--- src/rtl/main_pkg.sv ---
`default_nettype none
// ============================================================================
// main_pkg : shared frame timing constants, state encoding, RAM defaults
// Revision : 1.0
// ============================================================================
package main_pkg;

    localparam int FRAME_CYCLES = 150;
    localparam int CMD_DEPTH    = 32;
    localparam int FC_W         = 8;
    localparam int IDX_W        = 5;

    // Frame-counter landmarks: first data bit, first sclk-high slot,
    // end of the 16 data bits, chip-select release, last cycle.
    localparam logic [FC_W-1:0] c_fc_bit_first  = 8'd4;
    localparam logic [FC_W-1:0] c_fc_sclk_first = 8'd8;
    localparam logic [FC_W-1:0] c_fc_bits_end   = 8'd132;
    localparam logic [FC_W-1:0] c_fc_cs_high    = 8'd136;
    localparam logic [FC_W-1:0] c_fc_last       = 8'd149;

    typedef enum logic [0:0] {
        ST_IDLE = 1'b0,
        ST_RUN  = 1'b1
    } state_t;

    // Power-up command: register-read of register k.
    function automatic logic [15:0] ram_default(input logic [IDX_W-1:0] k);
        return {2'b11, 6'(k), 8'h00};
    endfunction

endpackage
`default_nettype wire

--- src/rtl/spi_frame_engine.sv ---
`default_nettype none
// ============================================================================
// spi_frame_engine : frame counter, SPI pin generation, MISO shift register
// Revision : 1.0
// ============================================================================
module spi_frame_engine #(
    parameter int FRAME_CYCLES = main_pkg::FRAME_CYCLES
) (
    input  logic        clk,
    input  logic        rst,
    input  logic        clr,
    input  logic        active,
    input  logic [15:0] cmd,
    input  logic        miso,
    output logic        sclk,
    output logic        cs_b,
    output logic        mosi,
    output logic        frame_end,
    output logic [15:0] miso_word
);
    import main_pkg::*;

    localparam logic [FC_W-1:0] c_last_fc = FC_W'(FRAME_CYCLES - 1);

    logic [FC_W-1:0] r_fc;
    logic [15:0]     r_cmd;
    logic [15:0]     r_shift;
    logic [6:0]      w_rel;
    logic            w_in_bits;

    // w_rel[6:3] is the bit number, w_rel[2:0] the slot within the bit.
    assign w_rel     = 7'(r_fc - c_fc_bit_first);
    assign w_in_bits = active && (r_fc >= c_fc_bit_first) && (r_fc < c_fc_bits_end);

    assign frame_end = active && (r_fc == c_last_fc);
    assign cs_b      = !(active && (r_fc < c_fc_cs_high));
    assign sclk      = w_in_bits && w_rel[2];
    assign mosi      = w_in_bits && r_cmd[~w_rel[6:3]];
    assign miso_word = r_shift;

    always_ff @(posedge clk or posedge rst) begin
        if (rst) begin
            r_fc    <= '0;
            r_cmd   <= '0;
            r_shift <= '0;
        end else if (clr) begin
            r_fc    <= '0;
            r_cmd   <= '0;
            r_shift <= '0;
        end else begin
            r_fc <= (active && !frame_end) ? r_fc + 1'b1 : '0;
            // Command is frozen for the frame so RAM writes land on the next one.
            if (active && (r_fc == '0)) begin
                r_cmd <= cmd;
            end
            if (w_in_bits && (w_rel[2:0] == 3'd4)) begin
                r_shift <= {r_shift[14:0], miso};
            end
        end
    end

endmodule
`default_nettype wire

--- src/rtl/main.sv ---
`default_nettype none
// ============================================================================
// main : SPI command sequencer with command RAM and host endpoints
// Revision : 1.0
// ============================================================================
module main #(
    parameter int FRAME_CYCLES = main_pkg::FRAME_CYCLES,
    parameter int CMD_DEPTH    = main_pkg::CMD_DEPTH
) (
    input  logic        clk,
    input  logic        reset,
    input  logic [31:0] ep00wirein,
    input  logic [31:0] ep01wirein,
    input  logic [31:0] ep02wirein,
    input  logic [31:0] ep03wirein,
    input  logic [31:0] ep04wirein,
    input  logic [31:0] ep05wirein,
    input  logic [31:0] ep40trigin,
    input  logic [31:0] ep41trigin,
    output logic [31:0] ep22wireout,
    output logic [31:0] ep24wireout,
    output logic        sclk,
    output logic        cs_b,
    output logic        mosi,
    input  logic        miso
);
    import main_pkg::*;

    state_t           r_state;
    state_t           w_state_next;
    logic [IDX_W-1:0] r_index;
    logic [IDX_W-1:0] r_last_idx;
    logic [IDX_W-1:0] w_index_next;
    logic [15:0]      r_frames;
    logic [15:0]      r_ram [CMD_DEPTH];
    logic [15:0]      w_miso_word;
    logic [31:0]      r_ep24;
    logic             r_stop_pending;
    logic             w_soft, w_start, w_stop, w_one_shot, w_wr;
    logic             w_active, w_frame_end, w_at_last;
    logic             w_unused;

    assign w_soft     = ep00wirein[0];
    assign w_one_shot = ep01wirein[0];
    assign w_wr       = ep40trigin[0];
    assign w_start    = ep41trigin[0];
    assign w_stop     = ep41trigin[2];
    assign w_unused   = ^{ep00wirein[31:1], ep01wirein[31:1], ep02wirein[31:5],
                          ep03wirein[31:16], ep04wirein, ep05wirein[31:5],
                          ep40trigin[31:1], ep41trigin[31:3], ep41trigin[1]};

    assign w_active     = (r_state == ST_RUN);
    assign w_at_last    = (r_index == r_last_idx);
    assign w_index_next = w_at_last ? '0 : r_index + 1'b1;

    assign ep22wireout = {r_frames, 3'b000, r_index, 7'b0000000, w_active};
    assign ep24wireout = r_ep24;

    spi_frame_engine #(
        .FRAME_CYCLES (FRAME_CYCLES)
    ) u_engine (
        .clk       (clk),
        .rst       (reset),
        .clr       (w_soft),
        .active    (w_active),
        .cmd       (r_ram[r_index]),
        .miso      (miso),
        .sclk      (sclk),
        .cs_b      (cs_b),
        .mosi      (mosi),
        .frame_end (w_frame_end),
        .miso_word (w_miso_word)
    );

    always_ff @(posedge clk or posedge reset) begin
        if (reset) begin
            r_state <= ST_IDLE;
        end else if (w_soft) begin
            r_state <= ST_IDLE;
        end else begin
            r_state <= w_state_next;
        end
    end

    // Stop wins over start; a running frame always finishes before IDLE.
    always_comb begin
        w_state_next = r_state;
        case (r_state)
            ST_IDLE: if (w_start && !w_stop) w_state_next = ST_RUN;
            ST_RUN:  if (w_frame_end && (r_stop_pending || w_stop || (w_one_shot && w_at_last)))
                         w_state_next = ST_IDLE;
            default: w_state_next = ST_IDLE;
        endcase
    end

    always_ff @(posedge clk or posedge reset) begin
        if (reset) begin
            r_index        <= '0;
            r_last_idx     <= '0;
            r_frames       <= '0;
            r_ep24         <= '0;
            r_stop_pending <= 1'b0;
        end else if (w_soft) begin
            r_index        <= '0;
            r_last_idx     <= '0;
            r_frames       <= '0;
            r_ep24         <= '0;
            r_stop_pending <= 1'b0;
        end else if (!w_active) begin
            r_stop_pending <= 1'b0;
            if (w_state_next == ST_RUN) begin
                r_index    <= '0;
                r_last_idx <= ep05wirein[IDX_W-1:0];
            end
        end else begin
            if (w_stop) begin
                r_stop_pending <= 1'b1;
            end
            if (w_frame_end) begin
                r_ep24   <= {11'b0, r_index, w_miso_word};
                r_frames <= r_frames + 1'b1;
                r_index  <= w_index_next;
                // Pass length is re-sampled only when a new pass begins.
                if (w_at_last) begin
                    r_last_idx <= ep05wirein[IDX_W-1:0];
                end
            end
        end
    end

    always_ff @(posedge clk or posedge reset) begin
        if (reset) begin
            for (int k = 0; k < CMD_DEPTH; k++) begin
                r_ram[k[IDX_W-1:0]] <= ram_default(k[IDX_W-1:0]);
            end
        end else if (w_soft) begin
            for (int k = 0; k < CMD_DEPTH; k++) begin
                r_ram[k[IDX_W-1:0]] <= ram_default(k[IDX_W-1:0]);
            end
        end else if (w_wr) begin
            r_ram[ep02wirein[IDX_W-1:0]] <= ep03wirein[15:0];
        end
    end

endmodule
`default_nettype wire

--- config.mk ---
export PLATFORM = sky130hd
export DESIGN_NAME = main
export DESIGN_NICKNAME = d
export VERILOG_FILES = /design/src/rtl/main_pkg.sv /design/src/rtl/spi_frame_engine.sv /design/src/rtl/main.sv
export SDC_FILE = /design/constraint.sdc
export NUM_CORES = 1
export LEC_CHECK = 0
export CAP_MARGIN = 20
export CORE_ASPECT_RATIO = 1.2
export CORE_MARGIN = 2
export CORE_UTILIZATION = 36
export CTS_BUF_LIST = sky130_fd_sc_hd__clkbuf_4
export DETAILED_ROUTE_END_ITERATION = 10
export PLACE_DENSITY = 0.58
export SYNTH_ARGS = -nofsm -noshare
export SYNTH_HDL_FRONTEND = slang
export SYNTH_SLANG_ARGS = --single-unit
--- constraint.sdc ---
create_clock -name clk -period 65.9 [get_ports clk]
set_input_delay 13.18 -clock clk [delete_from_list [all_inputs] [get_ports clk]]
set_output_delay 13.18 -clock clk [all_outputs]
set_load 0.05 [all_outputs]
==> flow_summary_export.csv, run 1 <==
group,metric,value,unit
cts,h-tree-depth,4,
grt,first_global_vias,23200,
yosys,async_flop_share,100,%
drt,drtPass1Iterations,5,
timing,skew,35.6,ps
worst_setup_path,worst_ep_arrival_time,4190,ps
cts,cts_sinks,601,
worst_setup_path,rrSetupSlack,61760,ps
worst_setup_path,path_max_fanout,10,
drt,met2_length,43.0,mm
yosys,ys_warn_count,0,
grt,grt_max_degree,249,
final_layout,nNetsFinal,3368,
timing,worst_pin_slew,1190,ps
worst_setup_path,required,52720,ps
placement,place.gp.congestion,0.833,
placement,post-place-ws,49580,ps
drt,wl_met3,6.06,mm
cts,path_clk_slew,60,ps
drt,viasPerCell,5.34,
timing,fin_crit,17370,ps
floorplan,row_count,114,
pwr,vdd_drop_max,0.0117,mV
drt,avgRoutedWirePerCell,21.0,µm
timing,relSlewSlack,20.4,%
min_path,hp-class,"register to register",
floorplan,die_h,317,µm
drt,vias,22800,
cts,ctsHoldBuffers,0,
timing,setup_tns,0,ps
grt,grt_use_total,21.6,%
worst_setup_path,worstReg2RegEnd,"u_engine.r_cmd[12]$_DFFE_PP0P_",
floorplan,coreArea,0.0807,mm²
placement,portBuffers,79,
drt,wl_met1,37.9,mm
worst_setup_path,worstSetupEndpointType,"output pin",
worst_setup_path,timing.rr.start,"r_index[0]$_DFFE_PP0P_",
worst_setup_path,cp-start-kind,"register",
cts,clockBufferDepth,3,
yosys,netlist_instances,3050,
timing,finalCritPeriodShare,26.4,%
cts,cts_setup_buffers,0,
timing,fin_ws,48530,ps
yosys,synth_area,0.0294,mm²
timing,setup_viol_count_final,0,
pwr,power,784,µW
timing,fmax,0.0576,GHz
cts,tritoncts,"yes",
worst_setup_path,crit_path_end,"mosi",
outcome,status,"completed",
timing,final_hold_viol_count,0,
cts,cts_resized,0,
timing,slew_violations,0,
yosys,synth_flop_cell,"dfrtp_1",
worst_setup_path,crit_path_start,"u_engine.r_fc[2]$_DFF_PP0_",
min_path,holdPathStages,2,
placement,dpl.hpwl,51.7,mm
grt,antenna_found_initial,5,
grt,grt_overflow,0,
yosys,ys_types,60,
drt,drt_iter0_markers,2161,
timing,rsz0062_at_grt,"false",
floorplan,start_util,36.4,%
cts,clock_latency,1020,ps
final_layout,area_delta_synth_final,12.3,%
floorplan,io_pins,326,
drt,drt_wl_total,89.6,mm
yosys,ys_ff_latch,601,
drt,highest_layer,"met5",
worst_setup_path,r2r_cells,7,
drt,ant_nets,0,
final_layout,drive_gt1_share,20.5,%
cts,clock-root-buffer,"clkbuf_4",
drt,drc,0,
yosys,synth_edf_count,0,
run,max_cap_violations,0,
grt,grt_first_pass_wirelength,139,mm
floorplan,die_x,265,µm
floorplan,die_area,0.0839,mm²
yosys,yosysSeqAreaShare,51.8,%
pwr,p_leak,0.0137,µW
worst_setup_path,crit_type,"register to output pin",
pwr,powerDensity,23.8,mW/mm²
cts,cts_buffers,160,
yosys,avgSynthCellArea,9.63,µm²
cell type report:
type	count	area, µm²
inverters	21	87.6
multi-input cells	2184	12900
flip-flops and latches	601	15200
diodes	3	7.51
clock buffers	265	1990
repair buffers	132	1210
fillers	7963	47800
well taps	1044	1310
clock inverters	25	231
cell families (layout without fill, tap and decap cells):
group	Yosys count	count (layout)	share of synthesized area [%]
compound gates	461	461	8.58
xor+xnor	24	24	0.716
fa+ha+maj	9	9	0.384
buf+inv	285	443	4.54
flops	601	601	51.8
mux	164	164	11.8
other cells	1	24	0.0128
simple gates	1505	1505	22.2
stage by stage:
step           hold slack, ps  instance area, µm²  utilization, %  cells
3_3_place_gp              462               30700            38.1   3982
6_report                  482               33000            40.8   4275
5_1_grt                   495               33000            40.8   4275
2_1_floorplan             447               29400               -   3070
4_1_cts                   484               33000            40.8   4272
3_5_place_dp              474               30700            38.1   3982
where the power goes:
part           internal, µW  total (µW)  switching, µW
clock network           196         359            162
registers               373         376           2.48
logic                  12.5        49.5           37.0
total                   582         784            202
per-layer routing:
| layer | global-route usage, % | up-vias |
|---|---|---|
| met2 | 35.4 | 774 |
| met1 | 28.2 | 11500 |
| met3 | 4.77 | 159 |
| li1 | - | 10400 |
| met4 | 8.29 | 6 |
| met5 | 0 | - |
flip-flops by register name, summed over array words and instances (netlist names):
signal and flops:
r_state 1, u_engine.r_cmd 16, r_index 5, r_ram 512, r_last_idx 5, r_frames 16
u_engine.r_fc 8, u_engine.miso_word 16, ep24wireout 21, r_stop_pending 1
worst min path at each step:
| stage | end | start |
|---|---|---|
| CTS | r_ram[200]$_DFFE_PP1P_ | r_ram[200]$_DFFE_PP1P_ |
| floorplan | u_engine.r_cmd[12]$_DFFE_PP0P_ | u_engine.r_cmd[12]$_DFFE_PP0P_ |
| global placement | u_engine.r_cmd[5]$_DFFE_PP0P_ | u_engine.r_cmd[5]$_DFFE_PP0P_ |
| detailed placement | r_ram[392]$_DFFE_PP1P_ | r_ram[392]$_DFFE_PP1P_ |
| global route | r_ram[264]$_DFFE_PP1P_ | r_ram[264]$_DFFE_PP1P_ |
| finish | r_ram[296]$_DFFE_PP1P_ | r_ram[296]$_DFFE_PP1P_ |
placed cells by master, fill, tap and decap left out, drive strengths merged, types with 6 or more instances in the layout:
master and n:
a21oi 377, nor2 95, clkdlybuf4s50 76, nor3 7, nand4 8, inv 20, nor4 8, clkinvlp 6
o21ai 30, clkbuf 265, ha 9, xnor2 16, xor2 8, mux2i 18, nand3 17, mux4 145
nand3b 147, buf 56, dfstp 144, conb 21, a221oi 15, nand2 1187, clkinv 16, dfrtp 457
a22o 22
cell usage after synthesis (all sizes together), types with 2 or more instances:
cell type / number / share of area (%)
nand2: 1187 / 15
dfrtp: 457 / 39
a21oi: 377 / 6.4
clkbuf: 173 / 2.2
nand3b: 147 / 3.8
mux4: 145 / 11
dfstp: 144 / 13
nor2: 95 / 1.3
buf: 91 / 2.1
o21ai: 30 / 0.51
a22o: 22 / 0.66
inv: 20 / 0.26
mux2i: 18 / 0.61
nand3: 17 / 0.29
xnor2: 16 / 0.48
a221oi: 15 / 0.45
ha: 9 / 0.38
nand4: 8 / 0.19
nor4: 8 / 0.34
xor2: 8 / 0.24
nor3: 7 / 0.14
and3: 5 / 0.11
nand2b: 5 / 0.11
o41ai: 5 / 0.15
or3: 5 / 0.11
and2: 3 / 0.064
and3b: 3 / 0.090
nor3b: 3 / 0.094
o22ai: 3 / 0.064
or3b: 3 / 0.090
a2111o: 2 / 0.077
nor4b: 2 / 0.10
o31ai: 2 / 0.068
or2: 2 / 0.043
or4: 2 / 0.077
worst max-delay path, stage by stage (launching register included):
cell             delay [ps]
dfrtp_1                 580
inv_1                   160
ha_1                    290
xor2_1                  450
mux4_2                  590
mux2i_1                 190
a211oi_1                110
clkdlybuf4s50_1         810
Note: power is estimated with default switching activity, not from simulation.
==> inputs of run 2 (changes only) <==
==> constraint.sdc (replaced) <==
create_clock -name clk -period 17.39 [get_ports clk]
set_input_delay 3.478 -clock clk [delete_from_list [all_inputs] [get_ports clk]]
set_output_delay 3.478 -clock clk [all_outputs]
set_load 0.05 [all_outputs]
==> run 2 against run 1 <==
  * Sequential power increased to 3.8 times the previous value
  * Flip-flop and latch count unchanged
  * First-iteration DRC count decreased by 3.1%
  * Combinational power increased to 3.7 times the previous value
  * Via count about the same
  * Cell area about the same
  * Clock skew increased by 27 ps
  * Utilization about the same
  * Non-clock buffer count decreased by 4
  * Critical endpoint unchanged
  * Largest power group unchanged
  * Highest routed layer unchanged
==> flow_summary_export.csv, run 2 (synthesized netlist as in run 1, its figures left out) <==
group,metric,value,unit
drt,viasPerCell,5.34,
worst_setup_path,crit_type,"register to output pin",
drt,vias,22900,
final_layout,area_delta_synth_final,12.4,%
drt,avgRoutedWirePerCell,20.8,µm
timing,finalCritPeriodShare,43.8,%
worst_setup_path,crit_path_start,"u_engine.r_fc[2]$_DFF_PP0_",
grt,antenna_found_initial,4,
grt,first_global_vias,23200,
cts,path_clk_slew,70,ps
grt,grt_max_degree,240,
timing,fin_crit,7630,ps
grt,grt_first_pass_wirelength,139,mm
grt,grt_use_total,21.5,%
drt,ant_nets,0,
outcome,status,"completed",
cts,ctsHoldBuffers,0,
placement,portBuffers,79,
floorplan,row_count,114,
pwr,comb_power_share,6.2,%
final_layout,fin_area,0.0330,mm²
final_layout,nNetsFinal,3365,
timing,setup_viol_count_final,0,
worst_setup_path,worstSetupEndpointType,"output pin",
cts,cts_sinks,601,
pwr,p_leak,0.0137,µW
min_path,min-delay-start,"r_ram[345]$_DFFE_PP1P_",
worst_setup_path,path_max_fanout,10,
pwr,seqPwrFrac,48.0,%
worst_setup_path,worstReg2RegEnd,"u_engine.r_cmd[8]$_DFFE_PP0P_",
cts,clock-root-buffer,"clkbuf_4",
worst_setup_path,r2r_cells,7,
drt,drt_wl_total,89.1,mm
timing,relSlewSlack,17.6,%
final_layout,drive_gt1_share,20.7,%
floorplan,die_h,317,µm
run,max_cap_violations,0,
cts,clock_latency,1010,ps
min_path,hold-path-endpoint,"r_ram[345]$_DFFE_PP1P_",
cts,cts_buffers,161,
cts,h-tree-depth,4,
floorplan,die_area,0.0839,mm²
cts,cts_resized,0,
cts,clockBufferDepth,3,
placement,dpl.hpwl,50.7,mm
timing,skew,62.6,ps
floorplan,coreArea,0.0807,mm²
timing,setup_tns,0,ps
worst_setup_path,cp_cell_sequence,"inv_1 -> ha_1 -> xor2_1 -> mux4_2 -> mux2i_1 -> a211oi_1 -> clkdlybuf4s50_1",
pwr,p_switching,757,µW
placement,place.gp.congestion,0.775,
pwr,clkPwrFrac,45.8,%
timing,worst_pin_slew,1240,ps
pwr,powerDensity,90.1,mW/mm²
timing,rsz0062_at_grt,"false",
timing,fmax,0.131,GHz
final_layout,most-common-layout-cells,"1187 x nand2_1, 454 x dfrtp_1, 376 x a21oi_1",
pwr,sw_frac_of_total,25.5,%
worst_setup_path,timing.rr.start,"r_index[0]$_DFFE_PP0P_",
cts,cts_setup_buffers,0,
floorplan,start_util,36.4,%
worst_setup_path,worst_ep_arrival_time,4150,ps
drt,drtPass1Iterations,7,
min_path,hp-class,"register to register",
worst_setup_path,rrSetupSlack,13230,ps
pwr,power.internal,2210,µW
floorplan,io_pins,326,
placement,postPlaceCellArea,0.0307,mm²
worst_setup_path,cp-start-kind,"register",
drt,drc,0,
cts,tritoncts,"yes",
worst_setup_path,required,13910,ps
final_layout,largest_reg_flops,512,
worst_setup_path,crit_path_max_incr_delay,770,ps
worst_setup_path,cp_slowest_cell,"clkdlybuf4s50_1",
floorplan,die_x,265,µm
final_layout,layout_commonest_cell,"nand2_1",
min_path,holdPathStages,2,
timing,final_hold_viol_count,0,
drt,drt_iter0_markers,2095,
timing,slew_violations,0,
pwr,vdd_drop_max,0.0361,mV
grt,grt_overflow,0,
run 2: worst max-delay path by stage:
stage                                             to  slack, ps  depth (start not counted)
after detailed placement       r_ram[88]$_DFFE_PP0P_      10830                          5
after global placement         r_ram[88]$_DFFE_PP0P_      10810                          5
final                                           mosi       9760                          7
after global routing                            mosi       9540                          7
after floorplan           ep24wireout[0]$_DFFE_PP0P_       5830                          1
after CTS                                       mosi       9690                          7
run 2: critical path: cells and delay by family (launching register included):
kind / cells / cell delay [ps]
AO/OA/AOI/OAI: 1 / 100
XOR/XNOR: 1 / 480
adder cells (fa/ha/maj): 1 / 290
buffers and inverters: 2 / 920
flip-flops: 1 / 560
multiplexers: 2 / 770
run 2: layer usage:
metal / global-route usage [%] / wire length (µm) / up-vias
li1: - / - / 10400
met1: 28.3 / 38200 / 11500
met2: 35.3 / 43000 / 785
met3: 4.58 / 5300 / 162
met4: 7.79 / 2530 / 4
met5: 0 / 23 / -
run 2: area by class of cell:
cell class                      count  area (µm²)
Clock buffer                      274        2060
Tap cell                         1044        1310
Inverter                           21        82.6
Timing Repair Buffer              128        1200
Multi-Input combinational cell   2184       12900
Sequential cell                   601       15200
Fill cell                        8049       47700
Clock inverter                     26         193
Antenna cell                        5        12.5
run 2: power groups by stage:
stage               registers (µW)  clock network (µW)  logic, µW
floorplan                     1450                   0        134
global placement              1450                   0        185
detailed placement            1450                   0        185
CTS                           1430                1400        185
global route                  1430                1470        200
finish                        1430                1360        184
run 2: stage by stage:
stage	worst slack, ps	power, µW	utilization [%]	instances	hold WS, ps
finish	9760	2970	40.9	4283	483
global route	9540	3100	40.9	4281	495
CTS	9690	3010	40.8	4277	483
detailed placement	10830	1640	38.1	3977	474
global placement	10810	1640	38.1	3977	463
floorplan	5830	1580	-	3070	447
